### config.mk
export PLATFORM = sky130hd
export DESIGN_NAME = clk_div_multi
export DESIGN_NICKNAME = d
export VERILOG_FILES = /design/src/rtl/clk_div_multi_pkg.sv /design/src/rtl/clk_div_multi_ch.sv /design/src/rtl/clk_div_multi.sv
export SDC_FILE = /design/constraint.sdc
export NUM_CORES = 1
export LEC_CHECK = 0
export CORE_MARGIN = 2
export CORE_UTILIZATION = 50
export CTS_CLUSTER_SIZE = 30
export DETAILED_ROUTE_END_ITERATION = 7
export HOLD_SLACK_MARGIN = 0.1
export PLACE_DENSITY = 0.79
export SLEW_MARGIN = 20
export SYNTH_ARGS = -nofsm -noshare
export SYNTH_HDL_FRONTEND = slang
export SYNTH_SLANG_ARGS = --single-unit
### constraint.sdc
create_clock -name clk_i -period 4.6 [get_ports clk_i]
set_clock_uncertainty 0.1 [all_clocks]
set_input_delay 0.92 -clock clk_i [delete_from_list [all_inputs] [get_ports clk_i]]
set_output_delay 0.92 -clock clk_i [all_outputs]
set_load 0.02 [all_outputs]
### src/rtl/clk_div_multi_pkg.sv
// clk_div_multi_pkg
//   Shared types and helpers for the multi-channel clock divider.
//   - ch_state_e : per-channel state (DISABLED / RUN)
//   - MIN_DIV    : smallest divide value a channel will run with
//   - clamp_div  : maps divide requests of 0 and 1 up to MIN_DIV
package clk_div_multi_pkg;

  localparam int unsigned MIN_DIV   = 2;
  // Widest divide value clamp_div handles; channel widths must not exceed it.
  localparam int unsigned MAX_DIV_W = 16;

  typedef enum logic {
    DISABLED = 1'b0,
    RUN      = 1'b1
  } ch_state_e;

  function automatic logic [MAX_DIV_W-1:0] clamp_div(input logic [MAX_DIV_W-1:0] v);
    return (v < MAX_DIV_W'(MIN_DIV)) ? MAX_DIV_W'(MIN_DIV) : v;
  endfunction

endpackage

### src/rtl/clk_div_multi_ch.sv
// clk_div_ch
//   One divider channel: state, cycle counter, divide-value handshake and
//   registered divided clock. High phase lasts div/2 cycles; the extra
//   cycle of an odd divide goes to the low phase.
//   Optional macro CLK_DIV_MULTI_GLITCHFREE_STOP_EN: when en_i falls during
//   a high phase, the channel finishes that high phase before stopping.
//
//   state    | meaning
//   DISABLED | idle, cnt=0, clk_o=0, divide value always accepted
//   RUN      | counting; clk_o high while cnt < div/2
//
// Ports:
//   clk_i, rst_ni  source clock, synchronous active-low reset
//   en_i           channel enable
//   sync_i         restart the period (cnt=0, clk_o=1)
//   div_i          requested divide value, div_valid_i / div_ready_o handshake
//   clk_o          divided clock (registered)
//   cnt_o          current cycle counter
module clk_div_ch
  import clk_div_multi_pkg::*;
#(
  parameter int unsigned DIV_W       = 4,
  parameter int unsigned DEFAULT_DIV = 2
) (
  input  logic             clk_i,
  input  logic             rst_ni,
  input  logic             en_i,
  input  logic             sync_i,
  input  logic [DIV_W-1:0] div_i,
  input  logic             div_valid_i,
  output logic             div_ready_o,
  output logic             clk_o,
  output logic [DIV_W-1:0] cnt_o
);

  localparam logic [DIV_W-1:0] RST_DIV =
    DIV_W'(clamp_div(MAX_DIV_W'(DIV_W'(DEFAULT_DIV))));

  ch_state_e        state_q, state_d;
  logic [DIV_W-1:0] cnt_q, cnt_d;
  logic [DIV_W-1:0] div_q, div_d;
  logic             clk_q, clk_d;

  logic [DIV_W-1:0] half;
  logic [DIV_W-1:0] cnt_inc;
  logic [DIV_W-1:0] div_clamped;
  logic             wrap;

  assign half        = div_q >> 1;
  assign cnt_inc     = cnt_q + DIV_W'(1);
  assign wrap        = (cnt_q == div_q - DIV_W'(1));
  assign div_clamped = DIV_W'(clamp_div(MAX_DIV_W'(div_i)));

  // Ready only at period boundaries so a period never mixes two divide values.
  assign div_ready_o = rst_ni & ((state_q == DISABLED) | wrap | sync_i);

  always_comb begin
    state_d = state_q;
    cnt_d   = cnt_q;
    clk_d   = clk_q;
    div_d   = div_q;

    if (div_valid_i && div_ready_o) begin
      div_d = div_clamped;
    end

    case (state_q)
      DISABLED: begin
        cnt_d = '0;
        clk_d = 1'b0;
        if (en_i) begin
          state_d = RUN;
          clk_d   = 1'b1;
        end
      end
      RUN: begin
        if (!en_i) begin
`ifdef CLK_DIV_MULTI_GLITCHFREE_STOP_EN
          // Finish the high phase; sync and wrap are ignored while stopping.
          if (clk_q && (cnt_inc < half)) begin
            cnt_d = cnt_inc;
            clk_d = 1'b1;
          end else begin
            state_d = DISABLED;
            cnt_d   = '0;
            clk_d   = 1'b0;
          end
`else
          state_d = DISABLED;
          cnt_d   = '0;
          clk_d   = 1'b0;
`endif
        end else if (sync_i || wrap) begin
          cnt_d = '0;
          clk_d = 1'b1;
        end else begin
          cnt_d = cnt_inc;
          clk_d = (cnt_inc < half);
        end
      end
    endcase
  end

  always_ff @(posedge clk_i) begin
    if (!rst_ni) begin
      state_q <= DISABLED;
      cnt_q   <= '0;
      div_q   <= RST_DIV;
      clk_q   <= 1'b0;
    end else begin
      state_q <= state_d;
      cnt_q   <= cnt_d;
      div_q   <= div_d;
      clk_q   <= clk_d;
    end
  end

  assign clk_o = clk_q;
  assign cnt_o = cnt_q;

endmodule

### src/rtl/clk_div_multi.sv
// clk_div_multi
//   NUM_CH independent integer clock dividers sharing one source clock and
//   one phase-align pulse. Channel c uses bus slices [c*W +: W].
//   Optional macro CLK_DIV_MULTI_GLITCHFREE_STOP_EN (see clk_div_ch).
//
// Ports:
//   clk_i, rst_ni     source clock, synchronous active-low reset
//   en_i              per-channel enable
//   sync_i            restart all running channels together
//   div_i             per-channel divide value
//   div_valid_i       per-channel divide-value valid
//   div_ready_o       per-channel divide-value ready
//   clk_o             per-channel divided clock (registered)
//   cycl_count_o      per-channel cycle counter
module clk_div_multi
  import clk_div_multi_pkg::*;
#(
  parameter int unsigned NUM_CH            = 4,
  parameter int unsigned DIV_VALUE_WIDTH   = 4,
  parameter int unsigned DEFAULT_DIV_VALUE = 2
) (
  input  logic                              clk_i,
  input  logic                              rst_ni,
  input  logic [NUM_CH-1:0]                 en_i,
  input  logic                              sync_i,
  input  logic [NUM_CH*DIV_VALUE_WIDTH-1:0] div_i,
  input  logic [NUM_CH-1:0]                 div_valid_i,
  output logic [NUM_CH-1:0]                 div_ready_o,
  output logic [NUM_CH-1:0]                 clk_o,
  output logic [NUM_CH*DIV_VALUE_WIDTH-1:0] cycl_count_o
);

  for (genvar c = 0; c < NUM_CH; c++) begin : g_ch
    clk_div_ch #(
      .DIV_W       (DIV_VALUE_WIDTH),
      .DEFAULT_DIV (DEFAULT_DIV_VALUE)
    ) u_ch (
      .clk_i       (clk_i),
      .rst_ni      (rst_ni),
      .en_i        (en_i[c]),
      .sync_i      (sync_i),
      .div_i       (div_i[c*DIV_VALUE_WIDTH +: DIV_VALUE_WIDTH]),
      .div_valid_i (div_valid_i[c]),
      .div_ready_o (div_ready_o[c]),
      .clk_o       (clk_o[c]),
      .cnt_o       (cycl_count_o[c*DIV_VALUE_WIDTH +: DIV_VALUE_WIDTH])
    );
  end

endmodule

---- Word-level counts from Yosys, hierarchy flattened ----
Index checks and enable logic that the tools add are counted.
word-level totals
  bits in registers ....................... 40
  input port bits ......................... 27
  output and inout port bits .............. 24
  logic and storage cells ................. 92
operators by class
  $add $sub $neg .......................... 8
  order comparisons ....................... 8
  equal/unequal tests ..................... 4
  mux-type cells .......................... 32
  bitwise gates (word level) .............. 16
  reductions and logical operators ........ 8
operators with widths
  kind                                                                   number
  4-bit two-way mux                                                      12
  4-bit one-hot mux with 2 select lines                                  4
  4-bit by 1-bit adder with 4-bit output (second input constant)         4
  4-bit equality test                                                    4
  4-bit by 2-bit < comparator with 1-bit output (second input constant)  4
  4-bit by 3-bit < comparator with 1-bit output                          4
  4-bit by 1-bit subtractor with 4-bit output (second input constant)    4
  1-bit two-way mux                                                      12
  1-bit OR                                                               8
  1-bit one-hot mux with 2 select lines                                  4
  1-bit AND                                                              4
  1-bit logical AND                                                      4
  1-bit logical OR                                                       4
  1-bit NOT                                                              4

---- Depth between registers and ports, before layout ----
  depth in word-level cells ............... 6
  mapped depth ............................ 7
  depth with buffers taken out ............ 6

---- Cells and area by module ----
From an unflattened synthesis, not the netlist that was laid out.
unflattened totals
  cell total of the unflattened synthesis .. 240
  area total of the unflattened synthesis .. 2277.2 um^2
by module, submodules not included
  module      times used  cells an instance  area an instance (um^2)  seq. area each (um^2)
  clk_div_ch  4           60                 569.3                    200.2

---- Worst setup path before layout ----
No wires, ideal clock.
  kind .................................... in2out
  from .................................... input port rst_ni
  to ...................................... output port div_ready_o[1]
  arrival time ............................ 1.663 ns
  required time ........................... 3.580 ns
  path slack .............................. 1.917 ns
  stages .................................. 4
  path buffers ............................ 3
  cells stage by stage .................... clkbuf_1 clkbuf_1 nor2b_1 buf_4
between the ends
  cells in the longest elaborated chain, start to end .. 1
RTL lines
  element          line                    text
  start, declared  clk_div_multi.sv:23     input logic rst_ni,
  1-bit AND        clk_div_multi_ch.sv:55  assign div_ready_o = rst_ni & ((state_q == DISABLED) | wrap | sync_i);
  end, declared    clk_div_multi.sv:28     output logic [NUM_CH-1:0] div_ready_o,
Every way passes these cells.

---- Worst setup path after layout ----
  from .................................... input port sync_i
  to ...................................... output port div_ready_o[0]
between the ends
  cells in the longest elaborated chain, start to end .. 2
RTL lines
  element          line                    text
  start, declared  clk_div_multi.sv:25     input logic sync_i,
  1-bit OR         clk_div_multi_ch.sv:55
  1-bit AND        clk_div_multi_ch.sv:55
Every way passes these cells.

==> results.toml <==
[global_route]
grt_pass1_wl_um = 7540
antenna_found_initial = 0
grt_start_max_net_pins = 19
grt.total_usage_pct = 18.4
grt-ovfl-total = 0
grt_pass1_vias = 1761

[critical_path]
setup.worst_path.end_class = "primary output"
worst_path_dominant_cell_family = "buffers and inverters"
crit_type = "in -> out"
cpMostUsedCell = "clkdlybuf4s50_1"
cp_slowest_stage_delay_ns = 0.53
path_cells = "clkdlybuf4s50_1, nor2b_1, o21ai_0, and2_1, clkdlybuf4s50_1"
critPathMaxFanout = 4
start_kind = "input port"
worstPathRequired_ns = 3.58
critPathArrivalTime_ns = 2.58
crit_buf_inv = 2
crit_path_top_delay_cell = "clkdlybuf4s50_1"

[logic_synthesis]
ys_types = 37
synth-edff-count = 0
syn_area_um2 = 2340
yosysSeqAreaShare_pct = 34.3
syn_inst = 248
synth_common_cells = "40 x dfxtp_1, 25 x nand2_1, 21 x inv_1"
synth.most_common_cell = "dfxtp_1"
yosys.area.top_type = "dfxtp_1"
synth_nets = 291
synth_top_area_share_pct = 34.3
syn_area_per_cell_um2 = 9.42
ys_warn_count = 0
ys_top_cells_by_area = "dfxtp_1 34%, ha_1 8.6%, mux2i_1 6.9%, xor2_1 5.2%, xnor2_1 4.1%"
synth_seq_cells = 40
ys.flop_type = "dfxtp_1"
synthArstFlopShare_pct = 0

[cts]
htree_num_levels = 2
clock-root-buffer = "clkbuf_8"
ctsLongestPathBuffers = 2
clk_pin_slew_ns = 0.08
cts_resized = 0
clk-insertion-delay-late_ns = 0.29
cts_tree = "yes"
hold_buffers = 0
cts_made_buffers = 5
clkSinkCount = 40
cts_setup_buffers = 0

[layout]
stdcell_area_um2 = 2930
diodes = 0
areaGrowthSynthToFinish_pct = 25.5
drive_above_1_share_pct = 6.76
n_fill_cell = 387
multiInputGateArea_um2 = 1380
final_util_pct = 66.4
seq_area_um2 = 801
nets = 338
layout.cells.non_filler = 348

[outcome]
status = "finished clean"

[power_and_ir_drop]
p_leak_nw = 1.25
powerDensity_nw_per_um2 = 263
irDropWorstVdd_mv = 0.160

[detailed_routing]
wl_um = 4420
num_vias = 1782
avgRoutedWirePerCell_um = 12.7
antenna_left = 0
drt_iter0_drc = 60
drt_first_pass_iters = 4
drc = 0
vias_per_cell = 5.12

[place]
place_inst = 340
placed_cell_area_um2 = 2840
portBuffers = 50
hpwl_um = 3470
gp_congestion = 0.790

[timing]
hold_viol = 0
fin_crit_ns = 3.60
rsz0062_at_grt = "no"
finalMaxSlewViolations = 0
max_clock_freq_ghz = 0.278
final-setup-viol-count = 0
worst_slew_pin_slew_ns = 0.521
fin_crit_sh_pct = 78.3
slew_headroom_pct = 65.2
fin_tns_setup_ns = 0

[job]
drv_cap = 0

[die]
rows = 24
initial_core_util_pct = 52.9
core_area_um2 = 4410
io_pins = 51
die-area_um2 = 5230
fp.dieW_um = 72.4
fp.dieH_um = 72.4

[min_path]
min_path_type = "reg -> reg"
[report_power, final]
group | internal [mW] | leakage (nW) | switching (mW) | total [mW]
clock | 0.122 | 0.0455 | 0.123 | 0.245
combinational | 0.0822 | 0.879 | 0.0694 | 0.152
sequential | 0.361 | 0.327 | 0.0134 | 0.374
[worst min-delay path, delay by kind of cell (launching register included)]
kind,cells,cell delay (ns)
mux,1,0.05
flops,1,0.34
simple gates,1,0.06
[cell type report]
type                       count  share of cell area [%]
multi-input combinational    175                    47.1
sequential                    40                    27.3
timing repair buffer          52                    17.6
clock buffer                   8                    3.07
inverter                      21                    2.69
tap                           52                    2.22
[routing by layer]
layer	vias to the layer above	global-route usage (%)	routed length [um]
met5	-	0	0
met4	0	9.01	87
met3	7	4.44	187
met1	809	21.0	1960
met2	35	32.0	2180
li1	931	-	-
[logic make-up after synthesis]
logic type               count (synthesis)  synth area share (%)
adder cells (fa/ha/maj)                 16                  8.57
buffers and inverters                   33                  6.59
flip-flops                              40                  34.3
multiplexers                            16                  6.86
AND/OR/NAND/NOR                         83                  18.3
AO/OA/AOI/OAI                           31                  12.1
XOR/XNOR                                29                  13.3
[sequential cells by signal, indices dropped and copies added, names as in the netlist]
| signal | flops |
|---|---|
| g_ch.u_ch.div_q | 16 |
| g_ch.u_ch.clk_o | 4 |
| g_ch.u_ch.cnt_o | 16 |
| g_ch.u_ch.state_q | 4 |
[worst paths after layout]
| check | startpoint | endpoint | slack, ns | cells after the start |
|---|---|---|---|---|
| worst max-delay path | sync_i | div_ready_o[0] | 1.0 | 5 |
| worst min-delay path | g_ch[1].u_ch.div_q[3] | g_ch[1].u_ch.div_q[3] | 0.40 | 2 |
| worst max register to register | g_ch[0].u_ch.div_q[0] | g_ch[0].u_ch.div_q[2] | 2.73 | 6 |
| worst min register to register | g_ch[1].u_ch.div_q[3] | g_ch[1].u_ch.div_q[3] | 0.40 | 2 |
[layout by cell type (no fill, tap or decap), drive strengths merged, types with 6 or more instances in the layout]
cell,count
nand3,6
nor2b,13
ha,16
nand2,25
dfxtp,40
and2,7
clkbuf,8
xnor2,11
xor2,14
mux2i,16
inv,21
nor2,14
clkdlybuf4s50,50
[metrics by stage]
stage                     total power [mW]  worst slack (ns)  hold WS [ns]
after floorplan                      0.486              1.92         0.360
after global placement               0.530              1.00         0.382
after detailed placement             0.535             0.981         0.390
after CTS                            0.783             0.976         0.402
after global routing                 0.808             0.909         0.425
final                                0.771             0.999         0.399
(Power assumes the default switching activity.)
==> variant 1 (same flow settings) <==
Build with the macro `CLK_DIV_MULTI_GLITCHFREE_STOP_EN` defined.
--- a/src/rtl/clk_div_multi_ch.sv
+++ b/src/rtl/clk_div_multi_ch.sv
@@ -16,6 +16,8 @@
 //   div_i          requested divide value, div_valid_i / div_ready_o handshake
 //   clk_o          divided clock (registered)
 //   cnt_o          current cycle counter
+`define CLK_DIV_MULTI_GLITCHFREE_STOP_EN
+
 module clk_div_ch
   import clk_div_multi_pkg::*;
 #(
Function: changed (a bounded check fails within 4 cycles, from zero or initial values and one cycle with rst_ni low).
==> variant 1 against the original RTL <==
Core utilization fell by 2.0 points; setup slack improved by 0.0019 ns; cell count rose by 6.9%; highest routed layer unchanged; sequential cell count unchanged; cell area is 2.3% higher; total power up 4.8%; synthesized area increased by 2.1%; via count grew 9.0%; die area is 2.0% higher; combinational power is 3% lower; wire length up 6.5%.
==> variant 1: results (changes against the original RTL) <==
| Metric | Value |
|---|---|
| Synth Area in Adders | `0.0839 (-0.00180)` |
| Post-DP HPWL | `3.65 mm (+5.0%)` |
| Number of global-route vias before repair | `1,775 (+0.80%)` |
| Synth area leaders | `dfxtp_1 (34%), xnor2_1 (8.4%), ha_1 (8.4%)` |
| Status | `finished, final reports clean` |
| Crit-path slowest cell | `clkdlybuf4s50_1` |
| Synth Area in XOR/XNOR | `0.120 (-0.0133)` |
| Commonest register cell after synthesis | `dfxtp_1` |
| RR Endpoint | `g_ch[0].u_ch.div_q[0]` |
| Largest net degree at the start of global routing | `20 (+1)` |
| Syn Area/Cell | `8.80 sq um (-6.5%)` |
| H-tree depth | `2 (unchanged)` |
| Commonest cells post-synth | `dfxtp_1 (40), nand2_1 (33), xnor2_1 (23)` |
| Initial DRC count | `73 (+22%)` |
| Syn_nets | `314 (+7.9%)` |
| Worst path max stage delay | `0.81 ns (+0.28 ns)` |
| Worst Path Max Fanout | `15 (+11)` |
| Peak supply drop | `0.000167 V (+4.1%)` |
| All-Layer GR Usage | `0.183 (-0.000892)` |
| First-pass GRT wire length | `7.71 mm (+2.2%)` |
| Fin Setup TNS | `0 ns (unchanged)` |
| Hold path start | `g_ch[3].u_ch.div_q[3]` |
| Hold endpoint | `g_ch[3].u_ch.div_q[3]` |
| Worst r2r path cells | `7 (+1)` |
| CP Data Arrival Time | `2.58 ns (about the same)` |
| FFs w/ async S/R, synth | `0 (unchanged)` |
| Leak | `0.00120 uW (-3.9%)` |
| Share of cells above drive strength 1 | `0.0597 (-0.00782)` |
| Placer Congestion | `0.809 (+2.4%)` |
| Placed instance count | `364 (+7.1%)` |
| Pre-Repair DR Iteration Count | `4 (unchanged)` |
| R2R Setup Slk | `2.32 ns (-0.41 ns)` |
| Non-Filler Instances | `372 (+6.9%)` |
| Final wirelength | `4.70 mm (+6.5%)` |
| Largest family of logic cells by synthesized area | `simple AND/OR/NAND/NOR gates` |
| Multiplexer share of the synthesized area | `0.0503 (-0.0182)` |
| Yosys cell types | `40 (+8.1%)` |
| Compound-Gate Fraction of Synth Area | `0.106 (-0.0141)` |
| Later-pin clock latency in the skew report | `0.29 ns (about the same)` |
| Max_slew headroom | `0.635 (-0.0166)` |
| Vias per std cell | `5.22 (+1.9%)` |
| Fill cell count | `397 (+2.6%)` |
| Seq/Total Area, Yosys | `0.336 (-0.00719)` |
[variant 1: cell count changes after synthesis, moves of 4 or more]
cell	delta
a21oi_1	+5
nand2_1	+8
xnor2_1	+12
mux2i_1	-4
xor2_1	-7
o21a_1	+4
nand3_1	+9
[variant 1: final cells by class]
| cell class | count | area [sq um] | share of cell area |
|---|---|---|---|
| Multi-Input combinational cell | 196 | 1420 | 0.474 |
| Timing Repair Buffer | 53 | 523 | 0.174 |
| Sequential cell | 40 | 801 | 0.267 |
| Tap cell | 54 | 67.6 | 0.0225 |
| Inverter | 21 | 78.8 | 0.0263 |
| Clock buffer | 6 | 72.6 | 0.0242 |
| Clock inverter | 2 | 35.0 | 0.0117 |
[variant 1: kinds of logic after synthesis]
kind of cell / Yosys count
flops: 40
mux: 12
fa+ha+maj: 16
simple gates: 106
compound gates: 31
xor+xnor: 31
buf+inv: 35
[variant 1: stage by stage]
stage                     hold slack (ns)  area, sq um  setup WS (ns)  total power, uW   util
final                               0.392         3000           1.00              808  0.644
after global routing                0.410         3000          0.890              844  0.644
after CTS                           0.396         3000          0.993              818  0.644
after detailed placement            0.380         2890           1.00              533  0.621
after global placement              0.373         2890           1.02              529  0.621
after floorplan                     0.360         2390           1.87              484      -
[variant 1: how the worst max path moves through the flow]
stage,cells past startpoint,endpoint,start
3_3_place_gp,3,div_ready_o[2],rst_ni
6_report,3,div_ready_o[2],rst_ni
2_1_floorplan,4,div_ready_o[0],rst_ni
5_1_grt,6,div_ready_o[2],g_ch[2].u_ch.div_q[0]
4_1_cts,6,div_ready_o[2],g_ch[2].u_ch.div_q[0]
3_5_place_dp,3,div_ready_o[2],rst_ni
[variant 1: worst register-to-register path, delay by kind of cell (launching register included)]
| kind | cells | cell delay [ns] |
|---|---|---|
| AOI/OAI and AO/OA | 1 | 0.16 |
| xor gates and xnor gates | 1 | 0.35 |
| adders and majority gates | 1 | 0.21 |
| buffers and inverters | 1 | 0.06 |
| DFF | 1 | 0.40 |
| muxes | 1 | 0.23 |
| and+or+nand+nor | 2 | 0.72 |
[variant 1: layer usage]
metal / GRT usage / vias to the layer above / share of wire
li1: - / 998 / -
met1: 0.239 / 887 / 0.48
met2: 0.301 / 53 / 0.47
met3: 0.0497 / 4 / 0.050
met4: 0.0432 / 0 / 0.0074
met5: 0 / - / 0
[variant 1: power breakdown]
part           internal [uW]  total [uW]  switching [uW]
logic                   78.1         148            70.3
clock network            161         283             122
registers                361         377            15.7
==> variant 2 (same flow settings) <==
Without the edit above. Register the inputs `div_i` and `div_valid_i` before use, without a reset. The logic sees them one clock later. The other inputs are not delayed to match.
--- a/src/rtl/clk_div_multi.sv
+++ b/src/rtl/clk_div_multi.sv
@@ -30,6 +30,14 @@
   output logic [NUM_CH*DIV_VALUE_WIDTH-1:0] cycl_count_o
 );
 
+  logic [NUM_CH*DIV_VALUE_WIDTH-1:0] div_r;
+  logic [NUM_CH-1:0] div_valid_q;
+
+  always_ff @(posedge clk_i) begin
+      div_r       <= div_i;
+      div_valid_q <= div_valid_i;
+  end
+
   for (genvar c = 0; c < NUM_CH; c++) begin : g_ch
     clk_div_ch #(
       .DIV_W       (DIV_VALUE_WIDTH),
@@ -39,8 +47,8 @@
       .rst_ni      (rst_ni),
       .en_i        (en_i[c]),
       .sync_i      (sync_i),
-      .div_i       (div_i[c*DIV_VALUE_WIDTH +: DIV_VALUE_WIDTH]),
-      .div_valid_i (div_valid_i[c]),
+      .div_i       (div_r[c*DIV_VALUE_WIDTH +: DIV_VALUE_WIDTH]),
+      .div_valid_i (div_valid_q[c]),
       .div_ready_o (div_ready_o[c]),
       .clk_o       (clk_o[c]),
       .cnt_o       (cycl_count_o[c*DIV_VALUE_WIDTH +: DIV_VALUE_WIDTH])
Check against the original RTL: not equivalent (Yosys sat finds a counterexample within 4 cycles, from zero or initial values and one cycle with rst_ni low).
==> variant 2 against the original RTL <==
Highest routed layer unchanged; worst hold slack got worse by 0.016 ns; critical path depth increased by 1; sequential cell count increased by 20; total power increased by 48%; first-iteration DRC count increased by 93%; setup slack improved by 0.020 ns; cell area increased by 17%; via count increased by 11%; wire length increased by 19%; synthesized area increased by 17%.
==> variant 2: results (changes against the original RTL) <==
| Metric | Value |
|---|---|
| Status | `finished, final reports clean` |
| Later-pin clock latency in the skew report | `0.32 ns (+0.03 ns)` |
| Worst Path Max Fanout | `4 (unchanged)` |
| Ant diodes | `0 (unchanged)` |
| Total number of vias | `1,971 (+11%)` |
| Initial DRC count | `116 (+93%)` |
| Number of global-route vias before repair | `1,946 (+11%)` |
| Yosys cell types | `34 (-8.1%)` |
| Multiplexer share of the synthesized area | `0.0585 (-0.0100)` |
| Fin Setup TNS | `0 ns (unchanged)` |
| Clock buffer depth | `2 (unchanged)` |
| Seq/Total Area, Yosys | `0.439 (+0.0962)` |
| Synth area leaders | `dfxtp_1 (44%), ha_1 (7.3%), mux2i_1 (5.9%)` |
| Hold WC Path Type | `reg -> reg` |
| IO buf count | `50 (unchanged)` |
| Warnings, synthesis | `0 (unchanged)` |
| Post-DP HPWL | `3.82 mm (+9.8%)` |
| Leak | `0.00148 uW (+18%)` |
| Post_cts resized | `0 (unchanged)` |
| Synth Area in XOR/XNOR | `0.114 (-0.0191)` |
| Commonest cells post-synth | `dfxtp_1 (60), nand2_1 (23), inv_1 (20)` |
| FFs w/ async S/R, synth | `0 (unchanged)` |
| Synth Area in Adders | `0.0732 (-0.0125)` |
| Remaining antenna violation count | `0 (unchanged)` |
| First-pass GRT wire length | `8.97 mm (+19%)` |
| Syn_nets | `311 (+6.9%)` |
| CTS buffer count | `9 (+4)` |
| Sw Ratio | `0.244 (-0.0221)` |
| Initial antenna violation count | `0 (unchanged)` |
| Compound-Gate Fraction of Synth Area | `0.103 (-0.0176)` |
| Peak supply drop | `0.000268 V (+67%)` |
| CTS root buf | `clkbuf_8` |
| Placer Congestion | `0.779 (-1.4%)` |
| Share of cells above drive strength 1 | `0.0870 (+0.0194)` |
| CP Data Arrival Time | `2.56 ns (-0.02 ns)` |
| Crit-path slowest cell | `clkdlybuf4s50_1` |
| H-tree depth | `3 (+1)` |
| All-Layer GR Usage | `0.190 (+0.00565)` |
| Largest net degree at the start of global routing | `22 (+3)` |
| Cell family with most CP delay | `buffers and inverters` |
| Commonest register cell after synthesis | `dfxtp_1` |
| Slew @ Worst Pin | `0.463 ns (-0.0578 ns)` |
| Worst path max stage delay | `0.61 ns (+0.08 ns)` |
| Post-CTS Setup Bufs | `0 (unchanged)` |
| Pre-Repair DR Iteration Count | `6 (+2)` |
| Final Net Count | `362 (+7.1%)` |
| Reg clk slew, reported paths | `0.06 ns (-0.02 ns)` |
| Final wirelength | `5.23 mm (+19%)` |
-- variant 2: cell type report --
class,count,area [sq um]
Sequential cell,60,1200
Tap cell,70,87.6
Multi-Input combinational cell,176,1390
Inverter,20,75.1
Clock inverter,1,7.51
Timing Repair Buffer,52,515
Clock buffer,13,169
Fill cell,411,1760
-- variant 2: kinds of logic after synthesis --
family          count (synthesis)
buf+inv                        32
fa+ha+maj                      16
xor+xnor                       29
compound gates                 32
mux                            16
simple gates                   83
flops                          60
-- variant 2: stage by stage --
stage	setup WS, ns	hold WS, ns	cell area [sq um]	cells
6_report	1.02	0.383	3440	392
2_1_floorplan	1.92	0.348	2740	268
5_1_grt	0.873	0.412	3440	392
4_1_cts	1.00	0.387	3440	392
3_3_place_gp	1.02	0.364	3260	378
3_5_place_dp	1.02	0.376	3260	378
-- variant 2: power by group through the flow --
stage,registers [uW],logic (uW),clock network (uW)
4_1_cts,563,155,434
6_report,563,154,425
3_3_place_gp,574,148,0
2_1_floorplan,569,110,0
3_5_place_dp,574,153,0
5_1_grt,566,171,458
-- variant 2: path summary, 6_finish.rpt --
kind                                               to  cells past startpoint             startpoint  slack, ns
worst min-delay path            g_ch[3].u_ch.div_q[2]                      2              div_r[14]       0.38
worst max-delay path                   div_ready_o[3]                      6                 sync_i       1.02
worst min register to register  g_ch[3].u_ch.div_q[2]                      2              div_r[14]       0.38
worst max register to register  g_ch[2].u_ch.div_q[1]                      6  g_ch[2].u_ch.div_q[0]       2.74
-- variant 2: per-layer routing --
layer / vias up / global-route usage / wire [microns]
li1: 1003 / - / -
met1: 900 / 0.234 / 2320
met2: 58 / 0.302 / 2550
met3: 10 / 0.0558 / 243
met4: 0 / 0.0947 / 119
met5: - / 0 / 0
